## src/rtl/closest_hit.sv

```systemverilog
// Closest-hit reduction: keeps the nearest qualifying triangle hit per ray.
// Optional per-ray qualifying hit counter enabled by CLOSEST_HIT_COUNT_EN.
module closest_hit #(
    parameter logic signed [31:0] MIN_T = 32'sh00000000,
    parameter int                 IDX_W = 16
) (
    input  logic                    i_clk,
    input  logic                    i_rst,
    input  logic                    i_valid,
    output logic                    o_ready,
    input  logic                    i_hit,
    input  logic signed [31:0]      i_t,
    input  logic [2:0][31:0]        i_normal,
    input  logic [IDX_W-1:0]        i_tri_id,
    input  logic                    i_last,
    output logic                    o_valid,
    input  logic                    i_ready,
    output logic                    o_hit,
    output logic signed [31:0]      o_t,
    output logic [2:0][31:0]        o_normal,
`ifdef CLOSEST_HIT_COUNT_EN
    output logic [IDX_W:0]          o_hit_cnt,
`endif
    output logic [IDX_W-1:0]        o_tri_id
);

    localparam logic [1:0] IDLE  = 2'd0;
    localparam logic [1:0] ACCUM = 2'd1;
    localparam logic [1:0] OUT   = 2'd2;

    localparam logic signed [31:0] T_NONE = 32'sh7FFFFFFF;

    logic [1:0]         state;
    logic               ready_q;
    logic               best_hit;
    logic signed [31:0] best_t;
    logic [2:0][31:0]   best_normal;
    logic [IDX_W-1:0]   best_id;

    logic accept;
    logic xfer;
    logic qual;
    logic take;

    assign accept = i_valid && ready_q;
    assign xfer   = (state == OUT) && i_ready;
    assign qual   = i_hit && (i_t >= MIN_T);
    // Strict less-than keeps the earlier triangle on equal distance.
    assign take   = accept && qual && (!best_hit || (i_t < best_t));

    assign o_ready  = ready_q;
    assign o_valid  = (state == OUT);
    assign o_hit    = best_hit;
    assign o_t      = best_t;
    assign o_normal = best_normal;
    assign o_tri_id = best_id;

    always_ff @(posedge i_clk or posedge i_rst) begin
        if (i_rst) begin
            state   <= IDLE;
            ready_q <= 1'b0;
        end else begin
            case (state)
                IDLE, ACCUM: begin
                    if (accept) begin
                        state   <= i_last ? OUT : ACCUM;
                        ready_q <= !i_last;
                    end else begin
                        ready_q <= 1'b1;
                    end
                end
                OUT: begin
                    if (xfer) begin
                        state   <= IDLE;
                        ready_q <= 1'b1;
                    end else begin
                        ready_q <= 1'b0;
                    end
                end
                default: begin
                    state   <= IDLE;
                    ready_q <= 1'b0;
                end
            endcase
        end
    end

    always_ff @(posedge i_clk or posedge i_rst) begin
        if (i_rst) begin
            best_hit    <= 1'b0;
            best_t      <= T_NONE;
            best_normal <= '0;
            best_id     <= '0;
        end else if (xfer) begin
            best_hit    <= 1'b0;
            best_t      <= T_NONE;
            best_normal <= '0;
            best_id     <= '0;
        end else if (take) begin
            best_hit    <= 1'b1;
            best_t      <= i_t;
            best_normal <= i_normal;
            best_id     <= i_tri_id;
        end
    end

`ifdef CLOSEST_HIT_COUNT_EN
    logic [IDX_W:0] cnt;

    assign o_hit_cnt = cnt;

    // Accepts never happen in OUT, so the count is frozen there.
    always_ff @(posedge i_clk or posedge i_rst) begin
        if (i_rst) begin
            cnt <= '0;
        end else if (xfer) begin
            cnt <= '0;
        end else if (accept && qual && (cnt != '1)) begin
            cnt <= cnt + 1'b1;
        end
    end
`endif

endmodule

```

## config.mk

```make
export PLATFORM = sky130hd
export DESIGN_NAME = closest_hit
export DESIGN_NICKNAME = d
export VERILOG_FILES = /design/src/rtl/closest_hit.sv
export SDC_FILE = /design/constraint.sdc
export NUM_CORES = 1
export LEC_CHECK = 0
export CAP_MARGIN = 0
export CORE_MARGIN = 3
export CORE_UTILIZATION = 44
export CTS_CLUSTER_DIAMETER = 30
export DETAILED_ROUTE_END_ITERATION = 12
export GPL_TIMING_DRIVEN = 0
export PLACE_DENSITY = 0.81
export SLEW_MARGIN = 5
export SYNTH_ARGS = -nofsm -noshare
export SYNTH_HDL_FRONTEND = slang
export SYNTH_SLANG_ARGS = --single-unit
```

## constraint.sdc

```tcl
create_clock -name i_clk -period 6.7 [get_ports i_clk]
set_clock_uncertainty 0.1 [all_clocks]
set_input_delay 1.005 -clock i_clk [delete_from_list [all_inputs] [get_ports i_clk]]
set_output_delay 1.005 -clock i_clk [all_outputs]
set_load 0.02 [all_outputs]
```

-- After elaboration in Yosys (flattened, before gate mapping)
Cells that the tools add are included.
- order comparisons: 2
- equality and inequality tests: 4
- multiplexer cells: 15
- reduce and logical (&&, ||, !) cells: 12
- operator list (kind ; count):
    $mux 96 ; 2
    $mux 32 ; 2
    $ge 32x1->1 const B ; 1
    $lt 32x32->1 ; 1
    $mux 16 ; 2
    $mux 2 ; 3
    $logic_and 1x1->1 ; 5
    $mux 1 ; 4
    $pmux 2 s2 ; 1
    $eq 2x1->1 const B ; 1
    $eq 2x2->1 const B ; 1
    $logic_not 1->1 ; 2
    $logic_not 2->1 ; 1
    $ne 2x1->1 const B ; 1
    $ne 2x2->1 const B ; 1
    $pmux 1 s2 ; 1
    $reduce_and 2->1 ; 1
    $reduce_bool 2->1 ; 1
    $reduce_or 2->1 ; 1
    $logic_or 1x1->1 ; 1
- bits in registers: 148
- bits of input ports: 150
- logic and storage cells: 41

-- Depth between registers and ports, before layout
Gate-level depths: netlist of run 1.
- word-level depth: 6
- gate-level depth with buffers: 11
- depth with buffers taken out: 8

-- Worst setup path before layout of run 1
OpenSTA, ideal clock, no wires.
- path type: input to register
- start: input port i_t[29]
- end: register best_t[10] (netlist: o_t[10])
- arrival time: 2841 ps
- required time: 6525 ps
- slack: 3684 ps
- stages: 9
- path buffers: 3
- cell sequence: ha_1 > a21o_1 > a2111oi_0 > a31oi_1 > a211oi_1 > buf_4 > buf_6 > buf_6 > mux2i_1
- word-level cells in the longest chain between the ends: 5
- elaborated cells on any way between the ends: 7
- those cells by class: order compare (2); reduce/logical (5)
- RTL lines (what ; line ; source):
    from (decl) ; 12 ; input logic signed [31:0] i_t,
    $ge 32x1->1 ; 47 ; assign qual = i_hit && (i_t >= MIN_T);
    $logic_and 1x1->1 ; 47 ;
    $logic_and 1x1->1 ; 49 ; assign take = accept && qual && (!best_hit || (i_t < best_t));
    $logic_and 1x1->1 (*) ; 49 ;
    $reduce_bool 2->1 (no source line) (*) ; - ;
    to (signal assigned) ; 101 ; best_t <= i_t;
    to (decl) ; 36 ; logic signed [31:0] best_t;
Every way passes the cells marked *; elsewhere a longest branch is shown, timed or not.
A chain may end at the register's enable or synchronous reset.

-- Final worst setup path of run 1
- start: input port i_t[29]
- end: register best_id[7] (netlist: o_tri_id[7])
- word-level cells in the longest chain between the ends: 5
- elaborated cells on any way between the ends: 7
- those cells by class: order compare (2); reduce/logical (5)
- RTL lines (what ; line ; source):
    $ge 32x1->1 ; 47 ;
    $logic_and 1x1->1 ; 47 ;
    $logic_and 1x1->1 ; 49 ;
    $logic_and 1x1->1 (*) ; 49 ;
    $reduce_bool 2->1 (no source line) (*) ; - ;
    to (signal assigned) ; 103 ; best_id <= i_tri_id;
    to (decl) ; 38 ; logic [IDX_W-1:0] best_id;
Marked as above.

==> results of run 1 <==
## where the power goes
group          total [mW]  switching, mW  internal [mW]
clock                1.01          0.380          0.633
combinational        2.21           1.15           1.05
sequential           1.59          0.248           1.34
## worst max-delay path, delay by kind of cell
| family | cells | cell delay, ns |
|---|---|---|
| fa+ha+maj | 1 | 0.33 |
| compound gates | 4 | 1.01 |
| buf+inv | 4 | 1.12 |
| mux | 1 | 0.23 |
## synthesized netlist by cell type (3+ instances only)
cell,number,area share (%)
nand2_1,234,12
mux2i_1,143,19
dfrtp_1,117,40
nor2_1,66,3.4
inv_1,34,1.7
dfstp_2,31,11
ha_1,31,5.3
clkbuf_1,30,1.5
a21oi_1,16,1.1
buf_4,9,0.92
buf_6,7,1.1
o21ai_0,7,0.48
nor3_1,5,0.34
nand4_1,3,0.25
## layout make-up
| cell class | count | share of cell area, % |
|---|---|---|
| well taps | 216 | 2.40 |
| multi-input cells | 523 | 28.8 |
| diodes | 1 | 0.0222 |
| flip-flops and latches | 148 | 33.2 |
| clock inverters | 13 | 1.63 |
| clock buffers | 19 | 3.93 |
| inverters | 34 | 1.20 |
| repair buffers | 297 | 26.5 |
| plain buffers | 47 | 2.33 |
## layer usage
layer | wire [um] | share of wire [%] | global-route usage, %
met4 | 539 | 2.4 | 7.28
met5 | 0 | 0 | 0
met3 | 1780 | 8.0 | 8.58
met1 | 9170 | 41 | 31.0
met2 | 10800 | 49 | 41.0
## sequential cells by signal, summed over array words and instances, names as in the netlist
register and cells:
o_ready 1, o_hit 1, o_t 32, state 2, o_normal 96, o_tri_id 16
## placed cells by master, fill, tap and decap left out, types with 5 or more instances in the layout
cell type	n
a21oi_1	16
buf_4	9
buf_6	7
clkbuf_1	31
clkbuf_16	17
clkdlybuf4s50_1	296
dfrtp_1	117
dfstp_2	31
ha_1	31
inv_1	33
mux2i_1	143
nand2_1	234
nor2_1	66
nor3_1	5
o21ai_0	7
## metrics by stage
| stage | util [%] | hold slack (ns) | area, um^2 | instances |
|---|---|---|---|---|
| floorplan | - | 0.351 | 7370 | 752 |
| global placement | 65.8 | 0.373 | 10600 | 1264 |
| detailed placement | 66.0 | 0.380 | 10600 | 1265 |
| CTS | 69.9 | 0.389 | 11300 | 1297 |
| global route | 69.9 | 0.407 | 11300 | 1298 |
| finish | 69.9 | 0.392 | 11300 | 1298 |
## logic make-up after synthesis
logic type | count (synthesis) | share of synthesized area [%]
multiplexers | 144 | 19.6
AO/OA/AOI/OAI | 31 | 2.43
AND/OR/NAND/NOR | 317 | 16.7
adder cells (fa/ha/maj) | 31 | 5.26
flip-flops | 148 | 50.8
buffers and inverters | 81 | 5.29
## worst max path at each step
stage | from | endpoint | slack, ns | depth (start not counted)
final | i_t[29] | o_tri_id[7]$_DFFE_PP0P_ | 3.22 | 10
after global routing | i_t[29] | o_normal[72]$_DFFE_PP0P_ | 3.10 | 10
after CTS | i_t[29] | o_t[30]$_DFFE_PP1P_ | 3.23 | 10
after detailed placement | i_t[29] | o_normal[72]$_DFFE_PP0P_ | 2.83 | 10
after global placement | i_rst | o_normal[80]$_DFFE_PP0P_ | -0.59 | 2
after floorplan | i_rst | o_hit$_DFFE_PP0P_ | 1.67 | 1
==> metrics, run 1 <==
post-synthesis cell count about 750; register area between 3000 and 4000 um^2; Core Rows 46; CP Data Required Time slightly below 7 ns; FF-to-FF setup slack approximately 3.7 ns; Global Route Usage Sum 24.9%; first-pass GRT wire length between 30 and 40 mm; Startpoint Class input pin; critical path, cell by cell clkdlybuf4s50_1 -> ha_1 -> a21o_1 -> a2111oi_0 -> a31oi_1 -> a211oi_1 -> buf_4 -> buf_6 -> buf_6 -> mux2i_1; Final Critical Period about 3.5 ns; setup violators final 0; DRC Markers 0; largest net degree at the start of global routing ~120; MaxCap Viol Count 0; IO Pins ~300; Peak VDD IR 242 uV; GR Overflow Total 0; CP Class input pin to register; syn_area_per_cell approximately 10 um^2; CTS hold repair buffers 0; Routed Antenna Nets 0; routed len/inst about 17 um; run status complete, no violations; Mapped Nets between 900 and 1000; crit-path max FO 10; clock buffer depth 2; hold path startpoint state[1]$_DFFE_PP0P_; TritonRoute pass-1 iters 4; port bufs roughly 300; hold crit path type register to register; Die X between 100 and 150 um; drt total wl ~22 mm; fraction of layout cells with a size suffix above 1 ~7.5%; worst reg-to-reg path cell count 10; Chip Height roughly 140 um; Resized Gates After CTS 0; initial core utilization ~46%; period utilisation layout between 50% and 60%; Hold Path End state[0]$_DFFE_PP0P_; post-synthesis sequential area ratio 50.8%; RSZ-0062 raised after global routing false; Final HPWL DP 16.5 mm; DR vias/cell between 4 and 5; worst-margin pin slew roughly 0.6 ns; Clock Latency Late Sink 0.42 ns; Yosys reg bits around 150; Synth-to-Final Area Change 52.9%; Core Area approximately 16000 um^2; TNS Setup 0 ns; dominant synthesized flop cell dfrtp_1; vias around 6400; Syn Std Cell Area 7370 um^2; final setup margin approximately 3.2 ns; Slew HR between 50% and 60%; Clock transition at path regs 0.06 ns; H-Tree Depth 4; Final Net Count 1249; worst r2r src o_t[29]$_DFFE_PP1P_; max-slew violation count 0; Worst Setup End Kind register; Post-synth EDFFs 0; worst r2r dst o_tri_id[7]$_DFFE_PP0P_; Max Fclk roughly 0.29 GHz; CTS Buf Count 17; Unique masters post-synth 30; FILL cells about 1200; Root Buffer clkbuf_16; Synth async-reset ratio between 90% and 100%; CTS tree built; pwr dens about 430 nW/um^2; initial antenna violation count 1; Fin. Hold Viols 0; global placer's final weighted congestion between 0.8 and 0.9; initial DRC count 350; area of the die ~18000 um^2; Slowest cell on crit path clkdlybuf4s50_1; Pwr Total about 4.8 mW; TritonCTS Sinks 148; synth warn 0; WHS Path Cells 1; Crit path largest cell delay approximately 0.45 ns; Data arrival, critical path ~3.7 ns; critical path's most frequent cell buf_6; P_leak between 5 and 6 nW; area of the multi-input gates roughly 3200 um^2; Post-CTS Setup Bufs 0; vias in the first global route between 6000 and 7000; Setup Slack @ Placement ~2.8 ns
Note: power is estimated with default switching activity, not from simulation.
==> run 2, diff against run 1 <==
Clock period 6.7 ns to 3.6 ns, I/O delays scaled along.
==> run 2 against run 1 <==
Compared with the run above:
- critical path depth unchanged
- cell count about the same
- combinational power up 86%
- register-to-register slack worse by 3.1 ns
- hold slack worse by 0.0061 ns
- first-iteration DRC count down 22%
- die area unchanged
- clock-buffer cell count unchanged
- setup slack worse by 2.6 ns
- sequential share of layout area down 0.21 points
- core utilization up 0.44 points
- largest cell class unchanged
- largest power group unchanged
- highest routed layer unchanged
==> metrics, run 2 (synthesis gave the netlist of run 1 again) <==
CP Class input pin to register (unchanged); RSZ-0062 raised after global routing false (unchanged); max reg flops 96 (unchanged); setup violators final 0 (unchanged); period utilisation layout between 80% and 90%; global placer's final weighted congestion 0.850 (was 0.849); Fin. Hold Viols 0 (unchanged); TritonRoute pass-1 iters 4 (unchanged); DR vias/cell 4.98 (was 4.96); most frequent cells in the layout clkdlybuf4s50_1 (296), nand2_1 (234), mux2i_1 (143) (unchanged); port bufs 296 (unchanged); pwr dens 801 nW/um^2 (was 426 nW/um^2); CTS hold repair buffers 0 (unchanged); crit-path max FO 10 (unchanged); P_leak 5.21 nW (was 5.17 nW); initial antenna violation count 0 (was 1); Clock transition at path regs 0.06 ns (about the same); IO Pins 297 (unchanged); initial core utilization 45.8% (unchanged); CTS tree built (unchanged); Die X 135 um (unchanged); MaxCap Viol Count 0 (unchanged); worst-margin pin slew 0.872 ns (was 0.612 ns); area of the die 18300 um^2 (unchanged); Clock Latency Late Sink 0.42 ns (about the same); TritonCTS Sinks 148 (unchanged); Max Fclk between 0.3 and 0.4 GHz; Post-CTS Setup Bufs 0 (unchanged); Data arrival, critical path 3.24 ns (was 3.71 ns); GR Overflow Total 0 (unchanged); run status complete, no violations (unchanged); Chip Height 135 um (unchanged); Global Route Usage Sum 24.6% (was 24.9%); Resized Gates After CTS 0 (unchanged); Final Critical Period approximately 3 ns; largest net degree at the start of global routing 40 (was 123); Final HPWL DP 16.8 mm (was 16.5 mm); routed len/inst 17.2 um (about the same); H-Tree Depth 4 (unchanged); FF-to-FF setup slack 0.62 ns (was 3.72 ns); vias 6466 (was 6439); CTS Buf Count 17 (unchanged); drt total wl 22.4 mm (was 22.3 mm); Startpoint Class input pin (unchanged); DRC Markers 0 (unchanged); initial DRC count 272 (was 350); first-pass GRT wire length 35.5 mm (was 35.6 mm); Root Buffer clkbuf_16 (unchanged); Non-Filler Instances 1299 (was 1298); Antenna Cells 0 (was 1); Slew HR 41.7% (was 59.2%); Peak VDD IR 512 uV (was 242 uV); Core Area 16100 um^2 (unchanged); Worst Setup End Kind register (unchanged); TNS Setup 0 ns (unchanged); fraction of layout cells with a size suffix above 1 7.76% (was 7.49%); hold crit path type register to register (unchanged); Synth-to-Final Area Change 53.8% (was 52.9%); FILL cells 1238 (was 1241); Core Rows 46 (unchanged); most common cell after layout, fill and taps aside clkdlybuf4s50_1 (unchanged); Routed Antenna Nets 0 (unchanged); Final Net Count 1251 (was 1249); clock buffer depth 2 (unchanged); max-slew violation count 0 (unchanged); placed cell areas 10700 um^2 (was 10600 um^2); CP Data Required Time 3.83 ns (was 6.93 ns); fin area 11300 um^2 (about the same); vias in the first global route 6841 (was 6802); DP Cell Count 1267 (was 1265)
[run 2: cell count changes in the layout (fill, tap and decap cells not counted)]
| cell | delta |
|---|---|
| clkbuf_8 | +1 |
| diode_2 | -1 |
| clkinvlp_4 | -1 |
| inv_8 | -1 |
| buf_12 | +3 |
| bufinv_16 | +1 |
| inv_6 | +4 |
| clkbuf_1 | -1 |
| clkinv_2 | -3 |
| buf_16 | -1 |
[run 2: layer usage]
layer  vias to the layer above  track usage, %  share of wire [%]  wire (um)
li1                       3092               -                  -          -
met1                      3121            30.7                 41       9190
met2                       225            40.5                 49      10900
met3                        28            8.77                8.0       1790
met4                         0            7.39                2.1        471
met5                         -               0                  0          0
[run 2: final cells by class]
class,count,area [um^2],share of cell area [%]
flip-flops and latches,148,3740,33.0
multi-input cells,523,3240,28.6
repair buffers,299,3020,26.7
clock buffers,19,453,3.99
well taps,216,270,2.38
plain buffers,47,263,2.32
clock inverters,13,219,1.93
inverters,34,131,1.16
[run 2: worst paths after layout]
path | depth (start not counted) | end | from
max in group asynchronous | 3 | o_t[26]$_DFFE_PP1P_ | i_rst
hold / removal | 1 | state[0]$_DFFE_PP0P_ | state[1]$_DFFE_PP0P_
min in group asynchronous | 2 | o_tri_id[11]$_DFFE_PP0P_ | i_rst
setup / recovery | 10 | o_t[15]$_DFFE_PP1P_ | i_t[29]
hold reg to reg | 1 | state[0]$_DFFE_PP0P_ | state[1]$_DFFE_PP0P_
setup reg to reg | 10 | o_t[15]$_DFFE_PP1P_ | o_t[29]$_DFFE_PP1P_
[run 2: where the power goes]
part	leakage, nW	switching (mW)	internal [mW]
sequential	1.82	0.448	2.49
clock	0.325	0.749	1.28
combinational	3.07	2.16	1.96
[run 2: critical path, stage by stage]
cell and delay (ns):
clkdlybuf4s50_1 0.43, ha_1 0.32, a21o_1 0.19, a2111oi_0 0.45
a31oi_1 0.16, a211oi_1 0.23, buf_4 0.25, buf_6 0.22
buf_6 0.20, mux2i_1 0.23
[run 2: per-stage QoR]
step	setup WS, ns	total power [mW]	util, %	hold WS (ns)
floorplan	0.967	5.00	-	0.351
global placement	-0.277	6.97	65.8	0.368
detailed placement	0.175	7.09	66.2	0.381
CTS	0.593	9.17	70.4	0.391
global route	0.411	9.62	70.4	0.422
finish	0.593	9.09	70.4	0.386
